$ cat config.mk
export PLATFORM = sky130hd
export DESIGN_NAME = instr_prefetch
export DESIGN_NICKNAME = d
export VERILOG_FILES = /design/src/rtl/instr_prefetch.sv
export SDC_FILE = /design/constraint.sdc
export NUM_CORES = 1
export LEC_CHECK = 0
export CAP_MARGIN = 40
export CORE_UTILIZATION = 50
export CTS_BUF_LIST = sky130_fd_sc_hd__clkbuf_4 sky130_fd_sc_hd__clkbuf_8
export DETAILED_ROUTE_END_ITERATION = 8
export PLACE_DENSITY = 0.73
export SETUP_SLACK_MARGIN = 0.05
export SLEW_MARGIN = 20
export SYNTH_ARGS = -nofsm -noshare
export SYNTH_HDL_FRONTEND = slang
export SYNTH_SLANG_ARGS = --single-unit
$ cat constraint.sdc
create_clock -name Clock -period 2.6 [get_ports Clock]
set_clock_uncertainty 0.05 [all_clocks]
set_input_delay 0.52 -clock Clock [delete_from_list [all_inputs] [get_ports Clock]]
set_output_delay 0.52 -clock Clock [all_outputs]
set_load 0.005 [all_outputs]
$ cat src/rtl/instr_prefetch.sv
// Instruction prefetch buffer: single-outstanding fetches from instruction memory
// into a DEPTH-entry {pc, word} FIFO, with flush and re-steer on redirect.
module instr_prefetch #(
  parameter int DEPTH = 4
) (
  input  logic                   Clock,
  input  logic                   nReset,
  output logic                   MemReq,
  output logic [15:0]            MemAddr,
  input  logic                   MemValid,
  input  logic [31:0]            MemRData,
  output logic [31:0]            Instr,
  output logic [15:0]            InstrPC,
  output logic                   InstrValid,
  input  logic                   InstrReady,
  input  logic                   Redirect,
  input  logic [15:0]            RedirectAddr,
  output logic [$clog2(DEPTH):0] Level
);
  localparam int PW = $clog2(DEPTH);
  localparam logic [PW:0] FULL = (PW+1)'(DEPTH);

  typedef enum logic [1:0] {
    IDLE = 2'd0,
    WAIT = 2'd1,
    DROP = 2'd2
  } state_t;

  state_t        r_state;
  logic [15:0]   r_fetch_addr;
  logic [15:0]   r_fifo_pc   [DEPTH];
  logic [31:0]   r_fifo_data [DEPTH];
  logic [PW-1:0] r_rd_ptr;
  logic [PW-1:0] r_wr_ptr;
  logic [PW:0]   r_count;
  logic          r_req;
  logic [15:0]   r_req_addr;

  logic          w_pop;
  logic          w_push;
  logic [15:0]   w_next_addr;
  logic [PW:0]   w_post_count;

  assign w_pop        = (r_count != '0) && InstrReady && !Redirect;
  assign w_push       = (r_state == WAIT) && MemValid && !Redirect;
  assign w_next_addr  = r_fetch_addr + 16'd4;
  assign w_post_count = r_count + (PW+1)'(1) - (PW+1)'(w_pop);

  always_ff @(posedge Clock or negedge nReset) begin
    if (!nReset) begin
      r_state      <= IDLE;
      r_fetch_addr <= '0;
      r_rd_ptr     <= '0;
      r_wr_ptr     <= '0;
      r_count      <= '0;
      r_req        <= 1'b0;
      r_req_addr   <= '0;
      for (int i = 0; i < DEPTH; i++) begin
        r_fifo_pc[i]   <= '0;
        r_fifo_data[i] <= '0;
      end
    end else begin
      r_req <= 1'b0;
      if (Redirect) begin
        r_count      <= '0;
        r_rd_ptr     <= '0;
        r_wr_ptr     <= '0;
        r_fetch_addr <= RedirectAddr & 16'hFFFC;
        // A response landing with the redirect closes the outstanding request.
        if (r_state == IDLE || MemValid) r_state <= IDLE;
        else                             r_state <= DROP;
      end else begin
        if (w_push) begin
          r_fifo_pc[r_wr_ptr]   <= r_fetch_addr;
          r_fifo_data[r_wr_ptr] <= MemRData;
          r_wr_ptr              <= r_wr_ptr + PW'(1);
        end
        if (w_pop) r_rd_ptr <= r_rd_ptr + PW'(1);
        r_count <= r_count + (PW+1)'(w_push) - (PW+1)'(w_pop);

        case (r_state)
          IDLE: begin
            if (r_count < FULL) begin
              r_req      <= 1'b1;
              r_req_addr <= r_fetch_addr;
              r_state    <= WAIT;
            end
          end
          WAIT: begin
            if (MemValid) begin
              r_fetch_addr <= w_next_addr;
              // Chain the next fetch on the response edge while room remains.
              if (w_post_count < FULL) begin
                r_req      <= 1'b1;
                r_req_addr <= w_next_addr;
              end else begin
                r_state <= IDLE;
              end
            end
          end
          DROP: begin
            if (MemValid) r_state <= IDLE;
          end
          default: r_state <= IDLE;
        endcase
      end
    end
  end

  assign MemReq     = r_req;
  assign MemAddr    = r_req_addr;
  assign Instr      = r_fifo_data[r_rd_ptr];
  assign InstrPC    = r_fifo_pc[r_rd_ptr];
  assign InstrValid = (r_count != '0);
  assign Level      = r_count;

endmodule

# Word-level counts from Yosys, hierarchy flattened
# Cells that the tools add are included.
[totals] regBits=234 inputBits=53 wordCells=93
[classes] add_sub_neg=7 n_lt_le_gt_ge=5 n_eq_ne=9 reduce_logical=18 bitwise=3 muxes=36
[ops] cell="$mux 16" n=9
[ops] cell="$bwmux 128" n=1
[ops] cell="$mux 32" n=3
[ops] cell="$bmux 32 s2" n=1
[ops] cell="$bwmux 64" n=1
[ops] cell="$demux 32 s2" n=1
[ops] cell="$bmux 16 s2" n=1
[ops] cell="$demux 16 s2" n=1
[ops] cell="$pmux 16 s2" n=1
[ops] cell="$mux 2" n=10
[ops] cell="$add 16x3->16 const B" n=1
[ops] cell="$reduce_bool 2->1" n=5
[ops] cell="$ne 3x3->1 const B" n=3
[ops] cell="$ge 3x3->1 const B" n=2
[ops] cell="$lt 3x3->1 const B" n=2
[ops] cell="$not 2->3" n=2
[ops] cell="$pmux 2 s3" n=1
[ops] cell="$sub 3x1->3" n=2
[ops] cell="$logic_and 1x1->1" n=5
[ops] cell="$reduce_and 5->1" n=1
[ops] cell="$add 2x1->2 const B" n=2
[ops] cell="$mux 1" n=4
[ops] cell="$ne 2x1->1 const B" n=2
[ops] cell="$reduce_and 2->1" n=2
[ops] cell="other kinds (15)" n=15

# Logic depth before layout (Yosys ltp)
# Gate-level depths: netlist of the first run.
[depth] ltp_word=9 mapped_depth=11 depth_no_buf=10

# Worst setup path before layout of the first run
# OpenSTA, ideal clock, no wires.
[synth_timing] kind="input to register" start="in Redirect" end="reg r_count[2] (netlist: Level[2])" path_slack_ps=242 setup_time_ps=132 path_stages=10 arrival_time_ps=2176 cell_sequence="clkbuf_1 buf_1 nor2_1 ha_1 inv_1 ha_1 inv_1 fa_1 xnor2_1 nor2_1"
[synth_via] elab_chain_len=5
[synth_lines] element="start, declared" line_no="16" source="input logic Redirect,"
[synth_lines] element="$logic_not 1->1" line_no="44, 45"
[synth_lines] element="$logic_and 1x1->1" line_no="45" source="assign w_push = (r_state == WAIT) && MemValid && !Redirect;"
[synth_lines] element="$add 3x1->3" line_no="79" source="r_count <= r_count + (PW+1)'(w_push) - (PW+1)'(w_pop);"
[synth_lines] element="$sub 3x1->3" line_no="79"
[synth_lines] element="$mux 3 *" line_no="64" source="if (Redirect) begin"
[synth_lines] element="end signal, assigned" line_no="79"
[synth_lines] element="end, declared" line_no="35" source="logic [PW:0] r_count;"
# Every way passes the cells marked *; elsewhere a longest branch is shown, timed or not.
# A chain may end at the register's enable or synchronous reset.

# Worst setup path in the final report of the first run
[layout_timing] start="reg r_rd_ptr[0]" end="out Instr[3]"
[layout_via] elab_chain_len=4
[layout_lines] element="start, declared" line_no="33" source="logic [PW-1:0] r_rd_ptr;"
[layout_lines] element="start signal, assigned" line_no="78" source="if (w_pop) r_rd_ptr <= r_rd_ptr + PW'(1);"
[layout_lines] element="$not 2->3 (not written as such)" line_no="112" source="assign Instr = r_fifo_data[r_rd_ptr];"
[layout_lines] element="$bmux 32 s2" line_no="112"
[layout_lines] element="$mux 32 (not written as such) (2 in series)" line_no="112"
[layout_lines] element="end, declared" line_no="12" source="output logic [31:0] Instr,"
# No other way between the ends. The select of a mux whose other input is x is not followed.

==> results.rst, run 1 <==
.. list-table::
   :header-rows: 1

   * - Metric
     - Value
   * - Delay contributed by the slowest stage of the critical path
     - 560 ps
   * - Total power
     - 0.0126 W
   * - Final-report setup violation count
     - 6
   * - Crit path top cell by count
     - buf_12
   * - Critical path class
     - flip-flop to output port
   * - Port buffer count
     - 115
   * - Final number of hold-violating endpoints
     - 0
   * - Number of synthesis warnings
     - 0
   * - Overall die area
     - 20800 sq um
   * - Worst min-delay path category
     - flip-flop to flip-flop
   * - Arrival time of data at the critical path endpoint
     - 2060 ps
   * - Fill cell instance count of the final layout
     - 1462
   * - Most frequent standard cell in the layout excluding fill and tap cells
     - dfrtp_1
   * - Initial DRT Pass Iterations
     - 4
   * - Area occupied by multi-input gates
     - 4300 sq um
   * - CTS Root Cell
     - clkbuf_8
   * - Fraction of registers with async set/reset
     - 100%
   * - Floorplan core area
     - 19700 sq um
   * - TritonCTS clock tree
     - built
   * - Leak
     - 5.90 nW
   * - Drc violations
     - 0
   * - WHS
     - 449 ps
   * - Worst slew slack as a fraction of its limit
     - 60.5%
   * - Hold Crit Depth
     - 1
   * - Clock transition at the register clock pins on the worst setup and hold paths after CTS
     - 60 ps
   * - Instance count after placement with tap cells included
     - 1025
   * - Number of distinct library cells after synthesis
     - 42
   * - Highest-count cells in the layout ignoring fill and taps
     - 220 x dfrtp_1, 190 x mux2_2, 68 x clkdlybuf4s50_1
   * - First-pass GRT wire length
     - 36100 um
   * - Vias post-DR
     - 6168
   * - Clock net sink count
     - 222
   * - Gp weighted congestion
     - 0.807
   * - Register bit count reported by yosys
     - 222
   * - Pwr per Cell Area
     - 989 nW/um^2
   * - Sequential cell area
     - 5560 sq um
   * - Count of nets after finishing
     - 885
   * - Number of ports placed on the die boundary
     - 122
   * - Sort of element at the end of the critical path
     - output port
   * - Detail Placement HPWL
     - 14300 um
   * - Number of buffers and inverters on the critical path
     - 4
   * - Crit path time final
     - 2630 ps
   * - Result of the run
     - finished, violations left
   * - Maximum capacitance violations
     - 0
   * - ANT cells
     - 0
   * - Worst-path cell with the longest stage delay
     - dfrtp_4
   * - Post-detailed-route via-to-cell ratio
     - 5.53
   * - Horizontal die dimension
     - 144 um
   * - Number of placement rows
     - 51
   * - Total grt overflow
     - 0
   * - Path length in cells of the critical path
     - 5
   * - Initial antenna violation count
     - 0
   * - Gate Count Post-Synth
     - 667
   * - Slew Limit Fails
     - 0
   * - Post-DR wirelength/cell
     - 19.8 um
   * - Max Freq
     - 0.380 GHz
   * - Main synth FF type
     - dfrtp_1
   * - Vertical die dimension
     - 144 um
   * - Cell type group with the largest total delay on the critical path
     - flip-flops
   * - Initial standard-cell utilization of the core
     - 51.5%
   * - Violations in the final reports
     - setup timing
   * - Reg-to-reg setup timing slack
     - 330 ps
   * - Avg Inst Size Synth
     - 15.2 sq um
   * - Insertion delay to the later sink of the worst-skew pair
     - 520 ps
   * - Count of flip-flops with a built-in enable after synthesis
     - 0
   * - Required time of the worst setup path
     - 2030 ps
   * - Largest driver fanout on the critical path
     - 5
   * - Worst VDD drop
     - 0.472 mV
   * - Final sum of negative setup slack
     - -89.6 ps
   * - Unrepaired setup endpoints after global routing
     - yes
   * - Vias in the first global route
     - 6852
   * - Depth of the worst register-to-register path
     - 10
   * - Pin count of the biggest net entering global routing
     - 72
   * - Max Buffers Root-to-Sink
     - 3
   * - Critical path, cell by cell
     - buf_12 > buf_12 > buf_8 > mux4_2 > buf_6
   * - First DRT Iteration DRCs
     - 298
   * - Post-synthesis instance area
     - 10100 sq um
   * - Category of the worst setup path launch point
     - flip-flop
   * - Core Util, Final
     - 64.9%
   * - Area Growth Syn to Fin
     - 26.0%
   * - Register area share after synthesis
     - 54.9%
   * - Antenna-violating nets left
     - 0
   * - Fraction of final layout cells with drive strength greater than 1
     - 49.5%
   * - Total CTS buffers
     - 38
   * - Global-route total usage across every layer
     - 22.7%
   * - Aggregate routed wire length
     - 22100 um
   * - Post-layout worst setup margin
     - -33.9 ps
   * - Number of non-filler instances in the completed layout
     - 1116
   * - Slew at the pin closest to its max-slew limit
     - 593 ps
   * - CTS HTree Levels
     - 2
   * - Final clock period utilization by the worst path
     - 101%
==> layer usage <==
metal / routed length, um / GRT usage (%) / up-vias
li1: - / - / 2748
met1: 9160 / 27.8 / 3237
met2: 11500 / 40.5 / 153
met3: 1050 / 4.40 / 30
met4: 353 / 6.54 / 0
met5: 0 / 0 / -
==> cell usage after synthesis, types with 2 or more instances <==
cell type  number  area (sq um)
dfrtp_1       222          5560
mux2_2        190          2140
mux4_2         46          1040
buf_2          27           135
nand2_1        25          93.8
o21ai_0        16          80.1
xor2_1         16           140
nor2_1         15          56.3
xnor2_1        12           105
clkbuf_1       10          37.5
mux2_4          8           120
nor3_1          8          40.0
buf_4           7          52.6
ha_1            7          87.6
buf_1           6          22.5
inv_1           6          22.5
nand3_1         6          30.0
nor4_1          5          31.3
or3_1           4          25.0
mux2i_1         3          30.0
a31oi_1         2          12.5
buf_6           2          22.5
nand3b_1        2          15.0
nand4b_1        2          17.5
nor2b_1         2          12.5
or4_4           2          22.5
==> area by class of cell <==
| cell class | instances | area share, % |
|---|---|---|
| Clock inverter | 4 | 0.373 |
| Timing Repair Buffer | 166 | 13.6 |
| Tap cell | 265 | 2.60 |
| Multi-Input combinational cell | 390 | 33.7 |
| Inverter | 6 | 0.177 |
| Clock buffer | 63 | 6.01 |
| Sequential cell | 222 | 43.6 |
==> per-stage QoR <==
step | cell area, sq um | setup WS, ps
2_1_floorplan | 10100 | 242
3_3_place_gp | 11800 | 34.5
3_5_place_dp | 11800 | -38.0
4_1_cts | 12700 | -91.3
5_1_grt | 12800 | -91.4
6_report | 12800 | -33.9
==> power by group <==
| part | switching [W] | internal (W) |
|---|---|---|
| Combinational | 0.00149 | 0.00286 |
| Clock | 0.00135 | 0.00195 |
| Sequential | 0.000576 | 0.00439 |
==> final timing paths <==
check | startpoint | endpoint
hold / removal | r_fifo_pc[6] | r_fifo_pc[6]
min in group asynchronous | nReset | r_fifo_data[114]
hold reg to reg | r_fifo_pc[6] | r_fifo_pc[6]
max in group asynchronous | nReset | r_fifo_data[62]
setup reg to reg | Level[2] | Level[2]
setup / recovery | r_rd_ptr[0] | Instr[3]
==> state kept, by name, summed over array words and instances (netlist names) <==
| name | flops |
|---|---|
| r_state | 2 |
| r_fifo_data | 128 |
| MemAddr | 14 |
| r_wr_ptr | 2 |
| r_fifo_pc | 56 |
| r_fetch_addr | 14 |
| Level | 3 |
| r_rd_ptr | 2 |
| MemReq | 1 |
==> timing repair <==
| item | in CTS | in global routing |
|---|---|---|
| endpoints found under the setup margin | 46 | 41 |
| hold buffers | 1 | 0 |
| buffers inserted | 22 | 1 |
| resized for setup | 194 | 21 |
| hold endpoints to repair | 66 | 0 |
| cloned | 3 | 0 |
==> logic make-up after synthesis <==
| logic type | count (synthesis) | share of synthesized area [%] |
|---|---|---|
| flops | 222 | 54.9 |
| compound gates | 20 | 1.06 |
| other cells | 1 | 0.0370 |
| fa+ha+maj | 8 | 1.06 |
| xor+xnor | 28 | 2.42 |
| simple gates | 83 | 4.81 |
| buf+inv | 58 | 2.89 |
| mux | 247 | 32.8 |
No activity file was read; power rests on OpenSTA's default activity.
==> inputs of run 2 (changes only) <==
--- a/config.mk
+++ b/config.mk
@@ -5,11 +5,12 @@
 export SDC_FILE = /design/constraint.sdc
 export NUM_CORES = 1
 export LEC_CHECK = 0
+export ABC_AREA = 1
 export CAP_MARGIN = 40
 export CORE_UTILIZATION = 50
 export CTS_BUF_LIST = sky130_fd_sc_hd__clkbuf_4 sky130_fd_sc_hd__clkbuf_8
 export DETAILED_ROUTE_END_ITERATION = 8
-export PLACE_DENSITY = 0.73
+export PLACE_DENSITY = 0.72
 export SETUP_SLACK_MARGIN = 0.05
 export SLEW_MARGIN = 20
 export SYNTH_ARGS = -nofsm -noshare
==> results.rst, run 2 <==
.. list-table::
   :header-rows: 1

   * - Metric
     - Value
   * - Overall die area
     - 21500 sq um
   * - Gp weighted congestion
     - 0.894
   * - Area Growth Syn to Fin
     - 23.8%
   * - Number of synthesis warnings
     - 0
   * - Port buffer count
     - 115
   * - Worst min-delay path category
     - input pin to async pin
   * - Insertion delay to the later sink of the worst-skew pair
     - 540 ps
   * - Crit path time final
     - 2560 ps
   * - Result of the run
     - finished, final reports clean
   * - Sort of element at the end of the critical path
     - output port
   * - Registers with the highest flip-flop counts
     - r_fifo_data: 128 flops, r_fifo_pc: 56 flops
   * - Largest driver fanout on the critical path
     - 21
   * - Number of ports placed on the die boundary
     - 122
   * - Post-synth top area cell
     - dfrtp_1
   * - Slew Limit Fails
     - 0
   * - Fraction of final layout cells with drive strength greater than 1
     - 16.4%
   * - Avg Inst Size Synth
     - 8.79 sq um
   * - Max Freq
     - 0.391 GHz
   * - Floorplan core area
     - 20400 sq um
   * - Number of placement rows
     - 52
   * - Critical path class
     - flip-flop to output port
   * - Register bit count reported by yosys
     - 222
   * - Main synth FF type
     - dfrtp_1
   * - Antenna-violating nets left
     - 0
   * - First DRT Iteration DRCs
     - 557
   * - Gate Count Post-Synth
     - 1191
   * - Most used standard cell by instance count after synthesis
     - nand2_1
   * - Largest register by flop count
     - r_fifo_data
   * - Highest-count cells in the layout ignoring fill and taps
     - 300 x nand2_1, 221 x dfrtp_1, 120 x o21ai_0
   * - Number of flip-flops in the largest register
     - 128
   * - Arrival time of data at the critical path endpoint
     - 1990 ps
   * - Clock transition at the register clock pins on the worst setup and hold paths after CTS
     - 60 ps
   * - Category of the worst setup path launch point
     - flip-flop
   * - Core Util, Final
     - 63.7%
   * - Number of non-filler instances in the completed layout
     - 1609
   * - Initial antenna violation count
     - 0
   * - Number of distinct library cells after synthesis
     - 25
   * - CTS HTree Levels
     - 2
   * - Instance count after placement with tap cells included
     - 1522
   * - Count of flip-flops with a built-in enable after synthesis
     - 0
   * - Detail Placement HPWL
     - 14700 um
   * - Fill cell instance count of the final layout
     - 1735
   * - Fraction of registers with async set/reset
     - 100%
   * - Initial standard-cell utilization of the core
     - 51.4%
   * - Global-route total usage across every layer
     - 23.8%
   * - ANT cells
     - 0
   * - Commonest cells in the netlist
     - 300 x nand2_1, 222 x dfrtp_1, 149 x o21ai_0, 112 x nor2_1, 84 x o21ai_1
   * - Horizontal die dimension
     - 147 um
   * - Post-DR wirelength/cell
     - 15.6 um
   * - Top post-synthesis cells by area
     - dfrtp_1 53%, nand2_1 11%, o21ai_0 7.1%, o21ai_2 5.5%, nor2_1 4.0%
   * - Clock net sink count
     - 222
   * - Final-report setup violation count
     - 0
   * - Post-synthesis instance area
     - 10500 sq um
   * - Final clock period utilization by the worst path
     - 98.3%
   * - Max Buffers Root-to-Sink
     - 3
   * - Leak
     - 6.36 nW
   * - Vias post-DR
     - 8546
   * - Crit Reg-Reg Startpoint
     - r_state[1]
   * - Drc violations
     - 0
   * - Most frequent standard cell in the layout excluding fill and tap cells
     - nand2_1
   * - Unrepaired setup endpoints after global routing
     - yes
   * - Vertical die dimension
     - 147 um
   * - First-pass GRT wire length
     - 41500 um
   * - Post-layout worst setup margin
     - 43.1 ps
   * - Aggregate routed wire length
     - 25200 um
   * - Register area share after synthesis
     - 53.1%
   * - Count of nets after finishing
     - 1371
   * - Worst VDD drop
     - 0.551 mV
   * - Post-detailed-route via-to-cell ratio
     - 5.31
   * - Total grt overflow
     - 0
   * - Total CTS buffers
     - 39
   * - TritonCTS clock tree
     - built
   * - Final number of hold-violating endpoints
     - 0
   * - CTS Root Cell
     - clkbuf_8
   * - Pwr per Cell Area
     - 1020 nW/um^2
   * - Initial DRT Pass Iterations
     - 5
   * - Vias in the first global route
     - 8169
   * - Fraction of post-synthesis cell area in the top cell type by area
     - 53.1%
   * - Pre-CTS setup slack
     - 36.0 ps
   * - Required time of the worst setup path
     - 2030 ps
   * - Pin count of the biggest net entering global routing
     - 93
   * - Maximum capacitance violations
     - 0
   * - Launching instance or port of the critical path
     - r_rd_ptr[0]
## run 2: cell types whose count changed after synthesis, sizes merged, moves of 15 or more
cell	change
o21ai	+283
nand2	+281
mux2	-198
nor2	+98
inv	+57
mux4	-46
o22ai	+46
clkbuf	+22
nand3	+15
## run 2: repair_timing
action / 4_1_cts / 5_1_grt
resized for setup: 67 / 77
setup endpoints to repair: 46 / 28
gates cloned: 4 / 3
hold buffers: 1 / 0
pin swaps: 6 / 11
setup buffers: 5 / 5
hold endpoints to repair: 35 / 0
## run 2: layout make-up
class                      instances  area [sq um]  share of cell area, %
clock buffer                      63           786                   6.06
inverter                          63           249                   1.92
timing repair buffer             157          1780                   13.7
tap                              270           338                   2.61
sequential                       222          5560                   42.9
multi-input combinational        827          4170                   32.1
clock inverter                     7          91.3                  0.705
## run 2: worst paths after layout
path / cells past startpoint / slack, ps / endpoint
worst max-delay path: 7 / 40 / Instr[21]
worst min-delay path: 2 / 430 / r_fifo_data[10]
worst max register to register: 11 / 430 / Level[2]
worst min register to register: 2 / 430 / r_fifo_data[79]
max in group asynchronous: 3 / 1370 / r_fifo_data[29]
min in group Clock: 2 / 430 / r_fifo_data[79]
## run 2: cells by family (layout without fill, tap and decap cells)
kind of cell | Yosys count | count (layout) | synth area share [%]
simple gates | 446 | 446 | 16.7
compound gates | 364 | 364 | 20.7
flops | 222 | 222 | 53.1
buf+inv | 145 | 290 | 8.14
fa+ha+maj | 8 | 8 | 1.03
xor+xnor | 5 | 5 | 0.418
other cells | 1 | 4 | 0.0358
## run 2: stage by stage
| stage | power (W) | instance area [sq um] | TNS [ps] | hold slack (ps) |
|---|---|---|---|---|
| final | 0.0132 | 13000 | 0 | 425 |
| after global routing | 0.0141 | 13000 | -36.8 | 442 |
| after CTS | 0.0131 | 12800 | -1480 | 427 |
| after detailed placement | 0.00947 | 11700 | 0 | 412 |
| after global placement | 0.00938 | 11700 | 0 | 410 |
| after floorplan | 0.00723 | 10500 | 0 | 174 |
## run 2: critical path, cell delays in order, from the launching register on
cell,delay [ps]
dfrtp_2,450
inv_8,60
buf_4,140
buf_12,120
buf_16,150
o21ai_0,170
o22ai_1,90
dlygate4sd2_1,260
## run 2: routing by layer
metal / vias up / wire length (um) / GRT usage (%)
met5: - / 0 / 0
met3: 40 / 1190 / 3.70
met2: 234 / 11900 / 38.6
met4: 0 / 456 / 7.55
li1: 4203 / - / -
met1: 4069 / 11700 / 33.1
## run 2: where the power goes
group	leakage (nW)	internal (W)	total (W)	switching (W)
combinational	2.94	0.00234	0.00485	0.00251
sequential	2.95	0.00429	0.00479	0.000507
clock	0.464	0.00212	0.00354	0.00142
total	6.36	0.00874	0.0132	0.00444
==> inputs of run 3 (changes only) <==
--- a/config.mk
+++ b/config.mk
@@ -11,7 +11,6 @@
 export CTS_BUF_LIST = sky130_fd_sc_hd__clkbuf_4 sky130_fd_sc_hd__clkbuf_8
 export DETAILED_ROUTE_END_ITERATION = 8
 export PLACE_DENSITY = 0.72
-export SETUP_SLACK_MARGIN = 0.05
 export SLEW_MARGIN = 20
 export SYNTH_ARGS = -nofsm -noshare
 export SYNTH_HDL_FRONTEND = slang
==> results.rst, run 3 (same netlist as run 2, synthesis figures left out) <==
.. list-table::
   :header-rows: 1

   * - Metric
     - Value
   * - Initial antenna violation count
     - 0
   * - Final clock period utilization by the worst path
     - 99.9%
   * - Max Buffers Root-to-Sink
     - 3
   * - Crit path time final
     - 2600 ps
   * - Post-detailed-placement cell area
     - 11700 sq um
   * - WHS
     - 425 ps
   * - Gp weighted congestion
     - 0.894
   * - Pwr per Cell Area
     - 1010 nW/um^2
   * - Total grt overflow
     - 0
   * - Count of nets after finishing
     - 1368
   * - Highest-count cells in the layout ignoring fill and taps
     - 300 x nand2_1, 221 x dfrtp_1, 142 x o21ai_0
   * - Final number of hold-violating endpoints
     - 0
   * - Antenna-violating nets left
     - 0
   * - Total CTS buffers
     - 39
   * - Initial standard-cell utilization of the core
     - 51.4%
   * - Max Freq
     - 0.385 GHz
   * - Maximum capacitance violations
     - 0
   * - Most frequent standard cell in the layout excluding fill and tap cells
     - nand2_1
   * - Insertion delay to the later sink of the worst-skew pair
     - 530 ps
   * - Vias post-DR
     - 8596
   * - Required time of the worst setup path
     - 2030 ps
   * - Arrival time of data at the critical path endpoint
     - 2030 ps
   * - Post-detailed-route via-to-cell ratio
     - 5.35
   * - Critical path class
     - flip-flop to output port
   * - TritonCTS clock tree
     - built
   * - Overall die area
     - 21500 sq um
   * - Number of placement rows
     - 52
   * - Total power
     - 0.0131 W
   * - Initial DRT Pass Iterations
     - 5
   * - Slew Limit Fails
     - 0
   * - Horizontal die dimension
     - 147 um
   * - Global-route total usage across every layer
     - 23.8%
   * - Area Growth Syn to Fin
     - 23.7%
   * - CTS HTree Levels
     - 2
   * - Post-DR wirelength/cell
     - 15.6 um
   * - Final sum of negative setup slack
     - 0 ps
   * - Leak
     - 6.36 nW
   * - Clock transition at the register clock pins on the worst setup and hold paths after CTS
     - 60 ps
   * - Drc violations
     - 0
   * - Fill cell instance count of the final layout
     - 1739
   * - Vertical die dimension
     - 147 um
   * - Area occupied by multi-input gates
     - 4130 sq um
   * - Worst VDD drop
     - 0.552 mV
   * - Worst min-delay path category
     - flip-flop to flip-flop
   * - Fraction of final layout cells with drive strength greater than 1
     - 14.7%
   * - Number of ports placed on the die boundary
     - 122
   * - ANT cells
     - 0
   * - Port buffer count
     - 115
   * - Registers with the highest flip-flop counts
     - r_fifo_data: 128 flops, r_fifo_pc: 56 flops
   * - Final-report setup violation count
     - 0
   * - Aggregate routed wire length
     - 25000 um
   * - Clock net sink count
     - 222
   * - Largest register by flop count
     - r_fifo_data
   * - Sequential cell area
     - 5560 sq um
   * - First DRT Iteration DRCs
     - 595
   * - Largest driver fanout on the critical path
     - 11
   * - Floorplan core area
     - 20400 sq um
   * - Number of flip-flops in the largest register
     - 128
   * - Pin count of the biggest net entering global routing
     - 93
   * - Category of the worst setup path launch point
     - flip-flop
   * - First-pass GRT wire length
     - 41500 um
   * - Sort of element at the end of the critical path
     - output port
   * - Finished layout cell area
     - 13000 sq um
   * - Result of the run
     - finished, final reports clean
   * - Unrepaired setup endpoints after global routing
     - yes
   * - Core Util, Final
     - 63.6%
   * - Detail Placement HPWL
     - 14700 um
   * - Vias in the first global route
     - 8153
   * - CTS Root Cell
     - clkbuf_8
==> run 3: worst max-delay path: stages (launching register included) <==
cell	delay [ps]
dfrtp_2	450
inv_6	150
buf_4	130
bufbuf_16	260
o21ai_0	80
o22ai_1	160
dlygate4sd2_1	270
==> run 3: layer usage <==
metal | vias up | wire length [um] | part of all wire [%] | track usage [%]
met2 | 256 | 11800 | 47 | 38.6
met5 | - | 0 | 0 | 0
met3 | 39 | 1180 | 4.7 | 3.70
li1 | 4202 | - | - | -
met4 | 0 | 424 | 1.7 | 7.55
met1 | 4099 | 11600 | 46 | 33.0
==> run 3: worst paths after layout <==
check | start | endpoint | slack (ps) | depth (start not counted)
setup reg to reg | r_state[1] | Level[2] | 440 | 11
hold reg to reg | r_fifo_data[79] | r_fifo_data[79] | 430 | 2
min in group asynchronous | nReset | r_fifo_data[10] | 440 | 2
max in group asynchronous | nReset | r_fifo_data[89] | 1370 | 3
setup / recovery | r_rd_ptr[0] | Instr[5] | 2 | 6
hold / removal | r_fifo_data[79] | r_fifo_data[79] | 430 | 2
==> run 3: area by class of cell <==
cell class | instances | area share, %
Sequential cell | 222 | 42.9
Clock inverter | 7 | 0.705
Multi-Input combinational cell | 827 | 31.9
Timing Repair Buffer | 154 | 14.0
Inverter | 63 | 1.90
Clock buffer | 63 | 6.07
Tap cell | 270 | 2.61
==> run 3: where the power goes <==
part	internal (W)	total [W]	switching, W
Combinational	0.00235	0.00480	0.00245
Sequential	0.00429	0.00478	0.000497
Clock	0.00212	0.00353	0.00142
==> run 3: what timing repair did <==
action	4_1_cts	5_1_grt
buffers inserted	5	2
hold buffers	1	0
gates resized for setup	60	20
endpoints found under the setup margin	46	20
pin swaps	6	7
hold endpoints to repair	35	0
gates cloned	4	2
==> run 3: metrics by stage <==
stage | std cells | setup slack, ps
finish | 1606 | 1.65
floorplan | 1194 | 227
detailed placement | 1522 | 36.0
global placement | 1522 | 44.3
CTS | 1602 | -173
global route | 1606 | -70.2
